## config.mk

```make
export PLATFORM = sky130hd
export DESIGN_NAME = output_accum_ctrl_flat
export DESIGN_NICKNAME = d
export VERILOG_FILES = /design/src/rtl/output_accum_ctrl_pkg.sv /design/src/rtl/output_accum_ctrl_if.sv /design/src/rtl/output_accum_ctrl_addr_gen.sv /design/src/rtl/output_accum_ctrl.sv /design/src/flat_wrapper.sv
export SDC_FILE = /design/constraint.sdc
export NUM_CORES = 1
export LEC_CHECK = 0
export CELL_PAD_IN_SITES_DETAIL_PLACEMENT = 1
export CELL_PAD_IN_SITES_GLOBAL_PLACEMENT = 1
export CORE_UTILIZATION = 35
export DETAILED_ROUTE_END_ITERATION = 8
export GPL_TIMING_DRIVEN = 0
export PLACE_DENSITY = 0.76
export REMOVE_ABC_BUFFERS = 1
export SLEW_MARGIN = 20
export SYNTH_ARGS = -nofsm -noshare
export SYNTH_HDL_FRONTEND = slang
export SYNTH_HIERARCHICAL = 1
export SYNTH_SLANG_ARGS = --single-unit
```

## constraint.sdc

```tcl
create_clock -name clk_i -period 4.9 [get_ports clk_i]
set_input_delay 1.225 -clock clk_i [delete_from_list [all_inputs] [get_ports clk_i]]
set_output_delay 1.225 -clock clk_i [all_outputs]
set_load 0.01 [all_outputs]
```

## src/rtl/output_accum_ctrl_pkg.sv

```systemverilog
// Shared definitions for the output accumulation controller: FSM state encoding and default sizing.
package output_pkg;

    localparam int N_COLS_ARRAY_DEF     = 16;
    localparam int NUMBER_MUX_OUT_1_DEF = 4;
    localparam int BRAM_ADDR_WIDTH_DEF  = 15;
    localparam int PIX_WIDTH_DEF        = 10;

    typedef enum logic [2:0] {
        ST_IDLE,
        ST_CLEAR,
        ST_LOAD,
        ST_CAPTURE,
        ST_SWEEP,
        ST_DRAIN
    } state_t;

endpackage

```

## src/rtl/output_accum_ctrl_if.sv

```systemverilog
// Upstream handshake between the systolic array result bus and the accumulation controller.
interface output_accum_ctrl_if
    import output_pkg::*;
#(
    parameter int N_COLS_ARRAY = N_COLS_ARRAY_DEF,
    parameter int PIX_WIDTH    = PIX_WIDTH_DEF
) ();

    logic                              start_i;
    logic                              clear_i;
    logic [$clog2(N_COLS_ARRAY+1)-1:0] n_active_cols_i;
    logic [PIX_WIDTH-1:0]              n_pixels_i;
    logic                              busy_o;
    logic                              data_ack_o;
    logic                              pass_done_o;

    modport master (
        output start_i, clear_i, n_active_cols_i, n_pixels_i,
        input  busy_o, data_ack_o, pass_done_o
    );

    modport slave (
        input  start_i, clear_i, n_active_cols_i, n_pixels_i,
        output busy_o, data_ack_o, pass_done_o
    );

endinterface

```

## src/rtl/output_accum_ctrl_addr_gen.sv

```systemverilog
// Turns (pixel, mux group, mux input) into a BRAM read address and delays it one cycle for the write port.
module output_addr_gen
    import output_pkg::*;
#(
    parameter int N_COLS_ARRAY           = N_COLS_ARRAY_DEF,
    parameter int NUMBER_INPUT_MUX_OUT_1 = 4,
    parameter int SEL_WIDTH_MUX_OUT_1    = 3,
    parameter int SEL_WIDTH_MUX_OUT_2    = 2,
    parameter int BRAM_ADDR_WIDTH        = BRAM_ADDR_WIDTH_DEF,
    parameter int PIX_WIDTH              = PIX_WIDTH_DEF,
    parameter int NCOL_W                 = $clog2(N_COLS_ARRAY + 1)
) (
    input  logic                           clk,
    input  logic                           rst,
    input  logic                           slot_vld,
    input  logic [PIX_WIDTH-1:0]           pix,
    input  logic [SEL_WIDTH_MUX_OUT_2-1:0] g,
    input  logic [SEL_WIDTH_MUX_OUT_1-1:0] s1,
    input  logic [NCOL_W-1:0]              n_active_cols,
    output logic [BRAM_ADDR_WIDTH-1:0]     rd_addr,
    output logic [BRAM_ADDR_WIDTH-1:0]     wr_addr,
    output logic                           wr_en
);

    logic [31:0] col;
    logic        col_active;

    // Mux input 0 is the zero input, so real columns start at select value 1.
    assign col        = 32'(g) * 32'(NUMBER_INPUT_MUX_OUT_1) + 32'(s1) - 32'd1;
    assign col_active = col < 32'(n_active_cols);
    assign rd_addr    = BRAM_ADDR_WIDTH'(32'(pix) * 32'(N_COLS_ARRAY) + col);

    // The BRAM read data plus column result lands one cycle later, so the write follows the read.
    always_ff @(posedge clk or posedge rst) begin
        if (rst) begin
            wr_addr <= '0;
            wr_en   <= 1'b0;
        end else begin
            wr_en <= slot_vld && col_active;
            if (slot_vld) begin
                wr_addr <= rd_addr;
            end
        end
    end

endmodule

```

## src/rtl/output_accum_ctrl.sv

```systemverilog
// Output accumulation controller: walks the two-level column mux tree and read-modify-writes the BRAM per pixel.
// Define OUTPUT_ACCUM_CTRL_CLEAR_EN to build the BRAM zero-fill (CLEAR) sweep.
module output_accum_ctrl
    import output_pkg::*;
#(
    parameter int N_COLS_ARRAY           = N_COLS_ARRAY_DEF,
    parameter int NUMBER_MUX_OUT_1       = NUMBER_MUX_OUT_1_DEF,
    parameter int NUMBER_INPUT_MUX_OUT_1 = (N_COLS_ARRAY + NUMBER_MUX_OUT_1 - 1) / NUMBER_MUX_OUT_1,
    parameter int SEL_WIDTH_MUX_OUT_1    = $clog2(1 + NUMBER_INPUT_MUX_OUT_1),
    parameter int SEL_WIDTH_MUX_OUT_2    = $clog2(NUMBER_MUX_OUT_1),
    parameter int BRAM_ADDR_WIDTH        = BRAM_ADDR_WIDTH_DEF,
    parameter int PIX_WIDTH              = PIX_WIDTH_DEF
) (
    input  logic                           clk_i,
    input  logic                           sel_mux_rst_i,
    output_accum_ctrl_if.slave             bus,
    output logic [SEL_WIDTH_MUX_OUT_1-1:0] sel_mux_out_1_o,
    output logic [SEL_WIDTH_MUX_OUT_2-1:0] sel_mux_out_2_o,
    output logic                           sel_mux_ld_o,
    output logic                           reg_rst_o,
    output logic                           reg_wr_en_o,
    output logic                           bram_wr_en_a_o,
    output logic                           bram_wr_en_b_o,
    output logic [BRAM_ADDR_WIDTH-1:0]     bram_addr_a_o,
    output logic [BRAM_ADDR_WIDTH-1:0]     bram_addr_b_o
);

    localparam int NCOL_W = $clog2(N_COLS_ARRAY + 1);
    localparam logic [SEL_WIDTH_MUX_OUT_1-1:0] S1_FIRST = SEL_WIDTH_MUX_OUT_1'(1);
    localparam logic [SEL_WIDTH_MUX_OUT_1-1:0] S1_LAST  = SEL_WIDTH_MUX_OUT_1'(NUMBER_INPUT_MUX_OUT_1);
    localparam logic [SEL_WIDTH_MUX_OUT_2-1:0] G_ONE    = SEL_WIDTH_MUX_OUT_2'(1);
    localparam logic [SEL_WIDTH_MUX_OUT_2-1:0] G_LAST   = SEL_WIDTH_MUX_OUT_2'(NUMBER_MUX_OUT_1 - 1);

    state_t                         state_q, state_d;
    logic [SEL_WIDTH_MUX_OUT_1-1:0] s1_q;
    logic [SEL_WIDTH_MUX_OUT_2-1:0] g_q;
    logic [PIX_WIDTH-1:0]           pix_q;
    logic [PIX_WIDTH-1:0]           pix_last;
    logic                           pix_wrap;
    logic                           reg_rst_q;
    logic                           clear_req;
    logic                           clr_done;
    logic [BRAM_ADDR_WIDTH-1:0]     clr_addr_q;
    logic                           slot_vld;
    logic [BRAM_ADDR_WIDTH-1:0]     rd_addr;
    logic                           data_ack;
    logic                           pass_done;

    // A zero pixel count is treated as a single-pixel pass.
    assign pix_last = (bus.n_pixels_i == '0) ? '0 : bus.n_pixels_i - PIX_WIDTH'(1);
    assign pix_wrap = (pix_q == pix_last);

`ifdef OUTPUT_ACCUM_CTRL_CLEAR_EN
    logic [PIX_WIDTH-1:0] n_pix_eff;
    logic [31:0]          clr_last;

    assign clear_req = bus.clear_i;
    assign n_pix_eff = (bus.n_pixels_i == '0) ? PIX_WIDTH'(1) : bus.n_pixels_i;
    assign clr_last  = 32'(n_pix_eff) * 32'(N_COLS_ARRAY) - 32'd1;
    assign clr_done  = (32'(clr_addr_q) == clr_last);
    assign bram_wr_en_b_o = (state_q == ST_CLEAR);

    always_ff @(posedge clk_i or posedge sel_mux_rst_i) begin
        if (sel_mux_rst_i) begin
            clr_addr_q <= '0;
        end else if (state_q == ST_CLEAR) begin
            clr_addr_q <= clr_addr_q + BRAM_ADDR_WIDTH'(1);
        end else begin
            clr_addr_q <= '0;
        end
    end
`else
    logic unused_clear;

    assign unused_clear   = bus.clear_i;
    assign clear_req      = 1'b0;
    assign clr_done       = 1'b1;
    assign clr_addr_q     = '0;
    assign bram_wr_en_b_o = 1'b0;
`endif

    always_ff @(posedge clk_i or posedge sel_mux_rst_i) begin
        if (sel_mux_rst_i) begin
            state_q <= ST_IDLE;
        end else begin
            state_q <= state_d;
        end
    end

    always_comb begin
        state_d = state_q;
        case (state_q)
            ST_IDLE: begin
                if (clear_req) begin
                    state_d = ST_CLEAR;
                end else if (bus.start_i) begin
                    state_d = ST_LOAD;
                end
            end
            ST_CLEAR: begin
                if (clr_done) begin
                    state_d = ST_IDLE;
                end
            end
            ST_LOAD:    state_d = ST_CAPTURE;
            ST_CAPTURE: state_d = ST_SWEEP;
            ST_SWEEP: begin
                if (g_q == G_LAST) begin
                    state_d = (s1_q < S1_LAST) ? ST_LOAD : ST_DRAIN;
                end
            end
            ST_DRAIN:   state_d = ST_IDLE;
            default:    state_d = ST_IDLE;
        endcase
    end

    always_comb begin
        sel_mux_out_1_o = '0;
        sel_mux_out_2_o = '0;
        sel_mux_ld_o    = 1'b0;
        reg_wr_en_o     = 1'b0;
        bram_addr_b_o   = '0;
        slot_vld        = 1'b0;
        data_ack        = 1'b0;
        pass_done       = 1'b0;
        case (state_q)
            ST_CLEAR: begin
                bram_addr_b_o = clr_addr_q;
            end
            ST_LOAD: begin
                sel_mux_ld_o    = 1'b1;
                sel_mux_out_1_o = s1_q;
            end
            ST_CAPTURE: begin
                reg_wr_en_o = 1'b1;
            end
            ST_SWEEP: begin
                sel_mux_ld_o    = 1'b1;
                sel_mux_out_1_o = s1_q;
                sel_mux_out_2_o = g_q;
                bram_addr_b_o   = rd_addr;
                slot_vld        = 1'b1;
            end
            ST_DRAIN: begin
                data_ack  = 1'b1;
                pass_done = pix_wrap;
            end
            default: ;
        endcase
    end

    assign bus.busy_o      = (state_q != ST_IDLE);
    assign bus.data_ack_o  = data_ack;
    assign bus.pass_done_o = pass_done;
    assign reg_rst_o       = reg_rst_q;

    // s1 selects the mux input (1-based), g the mux group; pix survives between starts.
    always_ff @(posedge clk_i or posedge sel_mux_rst_i) begin
        if (sel_mux_rst_i) begin
            s1_q  <= S1_FIRST;
            g_q   <= '0;
            pix_q <= '0;
        end else begin
            case (state_q)
                ST_IDLE: begin
                    s1_q <= S1_FIRST;
                    g_q  <= '0;
                end
                ST_CLEAR: begin
                    if (clr_done) begin
                        pix_q <= '0;
                    end
                end
                ST_CAPTURE: begin
                    g_q <= '0;
                end
                ST_SWEEP: begin
                    if (g_q == G_LAST) begin
                        g_q <= '0;
                        if (s1_q < S1_LAST) begin
                            s1_q <= s1_q + S1_FIRST;
                        end
                    end else begin
                        g_q <= g_q + G_ONE;
                    end
                end
                ST_DRAIN: begin
                    s1_q  <= S1_FIRST;
                    pix_q <= pix_wrap ? '0 : pix_q + PIX_WIDTH'(1);
                end
                default: ;
            endcase
        end
    end

    // Holds the column registers in reset until the first edge after reset release.
    always_ff @(posedge clk_i or posedge sel_mux_rst_i) begin
        if (sel_mux_rst_i) begin
            reg_rst_q <= 1'b1;
        end else begin
            reg_rst_q <= 1'b0;
        end
    end

    output_addr_gen #(
        .N_COLS_ARRAY           (N_COLS_ARRAY),
        .NUMBER_INPUT_MUX_OUT_1 (NUMBER_INPUT_MUX_OUT_1),
        .SEL_WIDTH_MUX_OUT_1    (SEL_WIDTH_MUX_OUT_1),
        .SEL_WIDTH_MUX_OUT_2    (SEL_WIDTH_MUX_OUT_2),
        .BRAM_ADDR_WIDTH        (BRAM_ADDR_WIDTH),
        .PIX_WIDTH              (PIX_WIDTH),
        .NCOL_W                 (NCOL_W)
    ) u_addr_gen (
        .clk           (clk_i),
        .rst           (sel_mux_rst_i),
        .slot_vld      (slot_vld),
        .pix           (pix_q),
        .g             (g_q),
        .s1            (s1_q),
        .n_active_cols (bus.n_active_cols_i),
        .rd_addr       (rd_addr),
        .wr_addr       (bram_addr_a_o),
        .wr_en         (bram_wr_en_a_o)
    );

endmodule

```

## src/flat_wrapper.sv

```systemverilog
// flat-port wrapper written by rule: the top's interface ports become plain ports
module output_accum_ctrl_flat import output_pkg::*;
#(
    parameter int N_COLS_ARRAY           = N_COLS_ARRAY_DEF,
    parameter int NUMBER_MUX_OUT_1       = NUMBER_MUX_OUT_1_DEF,
    parameter int NUMBER_INPUT_MUX_OUT_1 = (N_COLS_ARRAY + NUMBER_MUX_OUT_1 - 1) / NUMBER_MUX_OUT_1,
    parameter int SEL_WIDTH_MUX_OUT_1    = $clog2(1 + NUMBER_INPUT_MUX_OUT_1),
    parameter int SEL_WIDTH_MUX_OUT_2    = $clog2(NUMBER_MUX_OUT_1),
    parameter int BRAM_ADDR_WIDTH        = BRAM_ADDR_WIDTH_DEF,
    parameter int PIX_WIDTH              = PIX_WIDTH_DEF
)
  (clk_i, sel_mux_rst_i, sel_mux_out_1_o, sel_mux_out_2_o, sel_mux_ld_o, reg_rst_o, reg_wr_en_o, bram_wr_en_a_o, bram_wr_en_b_o, bram_addr_a_o, bram_addr_b_o, bus_start_i, bus_clear_i, bus_n_active_cols_i, bus_n_pixels_i, bus_busy_o, bus_data_ack_o, bus_pass_done_o);
  output_accum_ctrl_if #(.N_COLS_ARRAY(N_COLS_ARRAY), .PIX_WIDTH(PIX_WIDTH)) bus_i ();
  input  logic clk_i;
  input  logic sel_mux_rst_i;
  output logic [SEL_WIDTH_MUX_OUT_1-1:0] sel_mux_out_1_o;
  output logic [SEL_WIDTH_MUX_OUT_2-1:0] sel_mux_out_2_o;
  output logic sel_mux_ld_o;
  output logic reg_rst_o;
  output logic reg_wr_en_o;
  output logic bram_wr_en_a_o;
  output logic bram_wr_en_b_o;
  output logic [BRAM_ADDR_WIDTH-1:0] bram_addr_a_o;
  output logic [BRAM_ADDR_WIDTH-1:0] bram_addr_b_o;
  input wire logic [$bits(bus_i.start_i)-1:0] bus_start_i;
  input wire logic [$bits(bus_i.clear_i)-1:0] bus_clear_i;
  input wire logic [$bits(bus_i.n_active_cols_i)-1:0] bus_n_active_cols_i;
  input wire logic [$bits(bus_i.n_pixels_i)-1:0] bus_n_pixels_i;
  output wire logic [$bits(bus_i.busy_o)-1:0] bus_busy_o;
  output wire logic [$bits(bus_i.data_ack_o)-1:0] bus_data_ack_o;
  output wire logic [$bits(bus_i.pass_done_o)-1:0] bus_pass_done_o;
  assign bus_i.start_i = bus_start_i;
  assign bus_i.clear_i = bus_clear_i;
  assign bus_i.n_active_cols_i = bus_n_active_cols_i;
  assign bus_i.n_pixels_i = bus_n_pixels_i;
  assign bus_busy_o = bus_i.busy_o;
  assign bus_data_ack_o = bus_i.data_ack_o;
  assign bus_pass_done_o = bus_i.pass_done_o;
  output_accum_ctrl #(.N_COLS_ARRAY(N_COLS_ARRAY), .NUMBER_MUX_OUT_1(NUMBER_MUX_OUT_1), .NUMBER_INPUT_MUX_OUT_1(NUMBER_INPUT_MUX_OUT_1), .SEL_WIDTH_MUX_OUT_1(SEL_WIDTH_MUX_OUT_1), .SEL_WIDTH_MUX_OUT_2(SEL_WIDTH_MUX_OUT_2), .BRAM_ADDR_WIDTH(BRAM_ADDR_WIDTH), .PIX_WIDTH(PIX_WIDTH)) u_core (.clk_i(clk_i), .sel_mux_rst_i(sel_mux_rst_i), .bus(bus_i), .sel_mux_out_1_o(sel_mux_out_1_o), .sel_mux_out_2_o(sel_mux_out_2_o), .sel_mux_ld_o(sel_mux_ld_o), .reg_rst_o(reg_rst_o), .reg_wr_en_o(reg_wr_en_o), .bram_wr_en_a_o(bram_wr_en_a_o), .bram_wr_en_b_o(bram_wr_en_b_o), .bram_addr_a_o(bram_addr_a_o), .bram_addr_b_o(bram_addr_b_o));
endmodule
```

==> flow_metrics.py <==
metrics = {
    "place": {
        "finalWeightedCongestion": 0.795,
        "dp_hpwl_mm": 5.88,
        "io_buffers": 59,
    },
    "clocking": {
        "numCtsBuffers": 5,
        "clockBufferDepth": 2,
        "htree_levels": 2,
        "cts_num_sinks": 35,
        "cts_root_buf": "clkbuf_8",
        "cts_tree": "yes",
        "path_clk_slew_ps": 80,
        "cts_hold_buf": 0,
        "worst_skew_pair.late_latency_ps": 300,
    },
    "synth": {
        "syn_area_per_cell_um2": 8.59,
        "synth_top_area_share": 0.271,
        "ys.flop_type": "dfrtp_1",
        "yosys-top-cells-area": "dfrtp_1, ha_1, xnor2_1",
        "synthDistinctLibCells": 72,
        "yosysMostFrequentCell": "dfrtp_1",
        "synth_edf_count": 0,
        "ys_ff_latch": 35,
        "synth_area_leader_cell": "dfrtp_1",
        "async_flop_share": 1.00,
        "synth-seq-area-share": 0.288,
        "syn_inst": 355,
        "synth_commonest_cells": "dfrtp_1, inv_1, nand2_1, nor2_1, and2_1",
        "synth_area_um2": 3050,
        "ys_warn_count": 6,
    },
    "cells_and_area": {
        "fillers": 962,
        "final_util": 0.503,
        "nets": 477,
        "antennaDiodeCount": 0,
        "drive_above_1_share": 0.233,
        "synthToLayoutAreaGrowth_pct": 37.6,
    },
    "critical_path": {
        "crit_family": "buffers and inverters",
        "worst_r2r_startpoint": "u_core/pix_q[1]",
        "critPathArrivalTime_ps": 5110,
        "crit_top_cell": "buf_4",
        "critPathLaunchType": "input port",
        "critical_path.max_fanout": 4,
        "crit_start": "bus_n_pixels_i[1]",
        "cp_num_cells": 24,
        "critPathCaptureType": "register",
        "critPathKind": "in2reg",
        "reg2reg_to": "u_core/pix_q[1]",
        "crit_required_ps": 5090,
        "critical-path-max-stage-delay_ps": 480,
        "crit_end": "u_core/pix_q[1]",
        "critPathSlowestCell": "or4b_4",
        "critPathBufInv": 16,
        "path_cells": "buf_6 -> inv_4 -> ha_4 -> or4b_4 -> or3_4 -> buf_6 -> nor4_4 -> a31oi_1 -> o21ai_1 -> nand4_1 -> buf_4 -> buf_4 -> buf_6 -> buf_4 -> buf_4 -> buf_4 -> buf_4 -> buf_4 -> buf_4 -> buf_4 -> buf_4 -> buf_4 -> buf_4 -> a32o_1",
        "rr_worst_depth": 19,
        "rrSetupSlack_ps": 1170,
    },
    "timing": {
        "slew_violations": 0,
        "period_minus_slack_ps": 4920,
        "final-hold-violation-count": 0,
        "holdWs_ps": 497,
        "clock_skew_ps": 6.48,
        "fmax_mhz": 203,
        "finalSetupViolations": 1,
        "tightest_slew_ps": 788,
        "relSlewSlack": 0.472,
        "finalCritPeriodShare": 1.00,
        "layout_setup_ws_ps": -20.3,
    },
    "die": {
        "die_w_um": 95.4,
        "die_area_um2": 9090,
        "die_y_um": 95.4,
        "ioPinCount": 62,
        "core_area_um2": 8340,
        "start_util": 0.366,
        "rows": 33,
    },
    "hold_path": {
        "hp-class": "reg2reg",
    },
    "route": {
        "firstDrtPassIters": 4,
        "via_count": 2997,
        "avgRoutedWirePerCell_um": 17.3,
        "drt_iter0_markers": 148,
        "viasPerCell": 5.48,
        "postRouteWirelength_mm": 9.44,
        "drc": 0,
        "ant_nets": 0,
    },
    "grt": {
        "grtUsageMet2": 0.356,
        "track_usage": 0.200,
        "gr-usage-met1": 0.251,
        "grt_pass1_vias": 2827,
        "top_usage_layer": "met2",
        "grt_overflow": 0,
        "grt_pass1_wl_mm": 14.0,
        "antenna_found_initial": 0,
        "grtUsageMet3": 0.0271,
        "grt_max_degree": 20,
    },
    "power": {
        "p_leak_nw": 1.89,
        "p_per_area_nw_per_um2": 430,
        "ir_drop_v": 0.000208,
    },
    "run_status": {
        "status": "finished with violations",
        "violations": "negative setup slack",
    },
    "job": {
        "drv_cap": 0,
    },
}
==> area by class of cell <==
cell class / instances / area, µm² / area share
inverters: 33 / 129 / 0.0307
clock buffers: 5 / 68.8 / 0.0164
well taps: 105 / 131 / 0.0313
flip-flops and latches: 35 / 880 / 0.210
multi-input cells: 264 / 2040 / 0.486
clock inverters: 3 / 23.8 / 0.00566
repair buffers: 102 / 923 / 0.220
==> per-layer routing <==
metal	vias up	wire, µm
met5	-	0
met4	0	139
met3	11	269
met2	72	4880
met1	1484	4150
li1	1430	-
==> cell usage in the layout (no fill, tap or decap), types with 4 or more instances in the layout <==
master and instances:
and2_1 20, a31oi_1 4, nand2_1 25, inv_1 30
a22oi_1 4, clkdlybuf4s50_1 42, clkbuf_2 4, o221ai_1 4
nor3_1 6, xor2_1 13, o21ai_0 10, ha_1 12
dfrtp_1 32, nor2b_1 4, nand2b_1 5, and3_1 4
dlymetal6s2s_1 7, buf_6 5, o21ai_1 4, nor2_1 20
nand4_1 11, nand3_1 5, clkbuf_8 5, a21oi_1 12
xnor2_1 16, buf_4 39, mux2_2 5
==> flip-flops by register name (all words and copies together) (netlist names) <==
name                       flops
u_core/state_q                 3
u_core/g_q                     2
u_core/reg_rst_o               1
u_core/pix_q                  10
u_core/u_addr_gen/wr_en        1
u_core/s1_q                    3
u_core/u_addr_gen/wr_addr     15
==> how the worst min path moves through the flow <==
stage                                        startpoint                            end  slack, ps  cells after the start
after floorplan                           u_core/g_q[1]                  u_core/g_q[1]        480                      2
after global placement    u_core/u_addr_gen/wr_addr[10]  u_core/u_addr_gen/wr_addr[10]        470                      2
after detailed placement  u_core/u_addr_gen/wr_addr[14]  u_core/u_addr_gen/wr_addr[14]        480                      2
after CTS                 u_core/u_addr_gen/wr_addr[14]  u_core/u_addr_gen/wr_addr[14]        500                      2
after global routing       u_core/u_addr_gen/wr_addr[1]   u_core/u_addr_gen/wr_addr[1]        530                      1
final                     u_core/u_addr_gen/wr_addr[10]  u_core/u_addr_gen/wr_addr[10]        500                      2
==> metrics by stage <==
step           TNS, ps  area (µm²)  cells  setup slack (ps)  total power [W]
5_1_grt           -353        4200    547              -150          0.00193
3_3_place_gp    -22460        3620    496              -981          0.00132
4_1_cts              0        4050    540              12.7          0.00173
6_report         -20.3        4200    547             -20.3          0.00181
2_1_floorplan        0        2900    332               394          0.00101
3_5_place_dp     -1220        3650    499              -901          0.00137
==> worst reg2reg max path, delay by kind of cell (launching register included) <==
family / cells / cell delay, ps
AOI/OAI and AO/OA: 4 / 980
buffers and inverters: 13 / 1630
DFF: 1 / 610
and+or+nand+nor: 2 / 390
==> cell families after synthesis <==
family | after synthesis | synth area share
AO/OA/AOI/OAI | 79 | 0.198
other | 1 | 0.00123
AND/OR/NAND/NOR | 129 | 0.237
flip-flops | 35 | 0.288
adder cells (fa/ha/maj) | 17 | 0.0722
XOR/XNOR | 29 | 0.0833
multiplexers | 8 | 0.0283
buffers and inverters | 57 | 0.0927
==> report_power, final <==
group / internal (W) / switching, W / total (W)
Sequential: 0.000359 / 0.000103 / 0.000463
Clock: 0.000102 / 0.000122 / 0.000224
Combinational: 0.000555 / 0.000564 / 0.00112
==> repair_timing <==
item / 4_1_cts / 5_1_grt
setup endpoints to repair: 8 / 10
setup buffers: 33 / 7
gates resized for setup: 32 / 44
pin swaps: 9 / 15
Note: power is estimated with default switching activity, not from simulation.
==> RTL edit 1: new RTL, same flow settings <==
Encoding of `state_t`: now one-hot (6 bits for 6 states).
--- a/src/rtl/output_accum_ctrl_pkg.sv
+++ b/src/rtl/output_accum_ctrl_pkg.sv
@@ -6,13 +6,13 @@
     localparam int BRAM_ADDR_WIDTH_DEF  = 15;
     localparam int PIX_WIDTH_DEF        = 10;
 
-    typedef enum logic [2:0] {
-        ST_IDLE,
-        ST_CLEAR,
-        ST_LOAD,
-        ST_CAPTURE,
-        ST_SWEEP,
-        ST_DRAIN
+    typedef enum logic [5:0] {
+        ST_IDLE    = 6'b000001,
+        ST_CLEAR   = 6'b000010,
+        ST_LOAD    = 6'b000100,
+        ST_CAPTURE = 6'b001000,
+        ST_SWEEP   = 6'b010000,
+        ST_DRAIN   = 6'b100000
     } state_t;
 
 endpackage
Behaviour: same outputs for any inputs over 10 cycles, from zero or initial values and one cycle with sel_mux_rst_i high; not proved beyond that.
==> RTL edit 1 against the original RTL <==
- area after synthesis about the same
- sequential cell count increased by 2
- non-clock buffer count shrank 32
- wire length is 5.6% lower
- final cell count is 4.9% lower
- worst setup slack better by 0.032 ns
- final area decreased by 3.4%
- highest routed layer unchanged
Power is not compared: it rests on default switching activity, and its combinational part moved more than twofold at a synthesized area within 25%.
==> RTL edit 1: results (changes against the original RTL) <==
* Top cells by count, synth: dfrtp_1, inv_1, nand2_1
* Syn_area_per_cell at 8.600 um2 (about the same)
* Status: completed
* Post-synthesis sequential area ratio at 30.45% (+1.7 points)
* Fill cell count at 980 (+1.9%)
* RR Startpoint: u_core/g_q[0]
* Gp weighted congestion at 0.7677 (-3.5%)
* Critical Path End: bus_pass_done_o
* Global-route wire length before repair at 14.06 mm (+0.35%)
* Routed via count at 2906 (-3.0%)
* Vias in the first global route at 2849 (+0.78%)
* Wire per inst at 17.13 um (-0.67%)
* Synth top area cells: dfrtp_1, ha_1, and2_1, inv_1, nand2_1
* Mux share of post-synthesis cell area at 2.500% (-0.33 points)
* Proportion of layout cells with a drive suffix above 1 at 16.39% (-6.9 points)
* Post-synthesis xor/xnor area fraction at 5.902% (-2.4 points)
* Post-DP HPWL at 6.076 mm (+3.3%)
* Total GRT Usage at 19.75% (-0.25 points)
* Post-place instance area at 3667 um2 (+0.51%)
* Met2 routed WL at 4.662 mm (-4.4%)
* Final #Nets at 450 (-5.7%)
* Largest registers: u_core/u_addr_gen/wr_addr (15), u_core/pix_q (10), u_core/state_q (5)
* R2R cell count at 13 (-6)
* Yosys cell types at 66 (-8.3%)
* Worst-Margin Slew at 0.8227 ns (+0.03504 ns)
* DP Cell Count at 501 (+0.40%)
* R2r endpoint: u_core/u_addr_gen/wr_addr[11]
* Family with the most delay on the worst path: simple AND/OR/NAND/NOR gates
* Iter 0 DRT Violations at 77 (-48%)
* Adder-cell share of the synthesized area at 7.213% (about the same)
* Wire length on met3 at 259 um (-3.7%)
* Min Hold Slack at 0.4890 ns (-0.008093 ns)
* M1 WL at 3.808 mm (-8.2%)
==> RTL edit 1: cell types whose count changed in the layout (fill, tap and decap cells not counted), moves of 5 or more <==
cell     delta
nor3_1      +6
buf_6       -5
xnor2_1     -8
buf_4      -28
o21ai_0     -5
==> RTL edit 1: per-stage QoR <==
step,setup TNS [ns],utilization [%],setup WS [ns]
3_3_place_gp,-1.608,43.97,-1.066
6_report,0,48.60,0.01152
5_1_grt,-0.1243,48.60,-0.05646
3_5_place_dp,-1.897,43.97,-1.138
2_1_floorplan,0,-,0.2747
4_1_cts,0,47.82,0.007186
==> RTL edit 1: logic make-up (layout without fill, tap and decap cells) <==
family,after synthesis,count (layout)
muxes,7,7
buffers and inverters,51,110
AOI/OAI and AO/OA,75,75
and+or+nand+nor,148,148
xor gates and xnor gates,19,19
DFF,37,37
adders and majority gates,17,17
other,1,2
==> RTL edit 1: timing repair <==
| item | in CTS | in global routing |
|---|---|---|
| pin swaps | 9 | 8 |
| endpoints found under the setup margin | 9 | 8 |
| resized for setup | 39 | 11 |
| buffers inserted | 10 | 1 |
| endpoints found under the hold margin | 0 | 0 |
==> RTL edit 1: metal layers <==
| layer | up-vias | global-route usage (%) |
|---|---|---|
| li1 | 1395 | - |
| met1 | 1434 | 25.82 |
| met2 | 63 | 34.23 |
| met3 | 14 | 2.632 |
| met4 | 0 | 4.975 |
| met5 | - | 0 |
==> RTL edit 1: cell type report <==
type	instances	area (um2)	area share [%]
repair buffers	70	679.4	16.76
well taps	105	131.4	3.241
clock inverters	3	68.82	1.698
inverters	32	120.1	2.963
flip-flops and latches	37	930.9	22.96
multi-input cells	268	2054	50.68
clock buffers	5	68.82	1.698
==> RTL edit 2: new RTL, same settings <==
Made on the original files. The package constant `NUMBER_MUX_OUT_1_DEF` goes from 4 to 2.
--- a/src/rtl/output_accum_ctrl_pkg.sv
+++ b/src/rtl/output_accum_ctrl_pkg.sv
@@ -2,7 +2,7 @@
 package output_pkg;
 
     localparam int N_COLS_ARRAY_DEF     = 16;
-    localparam int NUMBER_MUX_OUT_1_DEF = 4;
+    localparam int NUMBER_MUX_OUT_1_DEF = 2;
     localparam int BRAM_ADDR_WIDTH_DEF  = 15;
     localparam int PIX_WIDTH_DEF        = 10;
 
Ports: changed (resized sel_mux_out_1_o and sel_mux_out_2_o); port bits go from 62 to 62. No check against the original RTL was run, so the function may have changed too.
==> RTL edit 2 against the original RTL <==
- total power rose by 13%
- non-clock buffer count fell by 37
- area after synthesis fell by 7.9%
- first-iteration DRC count fell by 39%
- critical path depth fell by 14
- worst setup slack improved by 0.20 ns
- sequential cell count did not move
- hold slack improved by 0.0021 ns
- clock power rose by 6%
- wire length fell by 15%
- final area fell by 11%
==> RTL edit 2: results (changes against the original RTL) <==
* Sequential cell count at 35 (unchanged)
* Reg2reg setup slack at 2.01 ns (+0.84 ns)
* Final WL at 8.066 mm (-15%)
* Largest registers: u_core/u_addr_gen/wr_addr (15), u_core/pix_q (10), u_core/s1_q (4)
* Gp weighted congestion at 0.8327 (+4.7%)
* Clock share of power at 11.7% (-0.7 points)
* R2r endpoint: u_core/pix_q[7]
* Psw at 847.3 uW (+7.3%)
* Family with the most delay on the worst path: simple AND/OR/NAND/NOR gates
* Fraction of area in multi-input gates at 51.27% (+2.6 points)
* Final #Nets at 415 (-13%)
* Drt via density at 5.423 (-1.0%)
* Non-clk bufs at 65 (-36%)
* Post-CTS Setup Bufs at 2 (-94%)
* Clk tree area frac at 2.665% (+0.46 points)
* Slew Limit Headroom at 36.06% (-11 points)
* Pre-CTS worst setup slack at -0.7830 ns (+0.1179 ns)
* Hold depth at 1 (-1)
* Post-Synthesis Cells at 320 (-9.9%)
* Post-synthesis sequential area ratio at 31.27% (+2.5 points)
* Proportion of layout cells with a drive suffix above 1 at 18.80% (-4.5 points)
* Global-route wire length before repair at 13.62 mm (-2.8%)
* CP max stage delay at 0.54 ns (+0.06 ns)
* Flop pwr share at 23.5% (-2.1 points)
* Non-clock buffer area fraction after layout at 16.79% (-5.2 points)
* Top cells by count, synth: dfrtp_1, inv_1, nand2_1, nor2_1, and3_1
* Register Area at 882.1 um2 (+0.28%)
* Status: completed
* R2R cell count at 8 (-11)
* Leakage power total at 1.643 nW (-13%)
* WP data arrival at 3.50 ns (-1.61 ns)
* Worst vdd ir at 302.0 uV (+45%)
* Total GRT Usage at 20.33% (+0.32 points)
* Post-place instance area at 3460 um2 (-5.2%)
* Non-CTS inverters at 24 (-27%)
* DP Cell Count at 471 (-5.6%)
* Final std cells w/o fill at 485 (-11%)
* Maximum clock rate at 211.9 MHz (+4.2%)
* Critical Path End: bus_pass_done_o
* Critical Path Fanout Max at 5 (+1)
* HP Start: u_core/u_addr_gen/wr_addr[13]
* Iter 0 DRT Violations at 90 (-39%)
* CTS-repair resized insts at 24 (-25%)
* Fill cell count at 918 (-4.6%)
* RR Startpoint: u_core/pix_q[9]
* Hold endpoint: u_core/u_addr_gen/wr_addr[13]
RTL edit 2: logic make-up after synthesis:
| group | after synthesis | share of synthesized area (%) |
|---|---|---|
| muxes | 19 | 7.439 |
| and+or+nand+nor | 135 | 26.41 |
| other | 1 | 0.1335 |
| buffers and inverters | 35 | 5.835 |
| DFF | 35 | 31.27 |
| AOI/OAI and AO/OA | 63 | 16.53 |
| xor gates and xnor gates | 18 | 5.880 |
| adders and majority gates | 14 | 6.504 |
RTL edit 2: per-layer routing:
metal,global-route usage (%),wire [um],vias to the layer above
li1,-,-,1274
met1,26.48,3703,1301
met2,34.09,4033,44
met3,3.601,228,11
met4,6.217,100,0
met5,0,0,-
RTL edit 2: worst reg2reg max path, stage by stage (launching register included):
cell and delay, ns:
dfrtp_1 0.51, nor2b_1 0.24, a222oi_1 0.37, o311ai_0 0.23, nor4b_2 0.36, nand3b_1 0.22, o21ai_4 0.44, o21ai_0 0.20
a21o_1 0.21
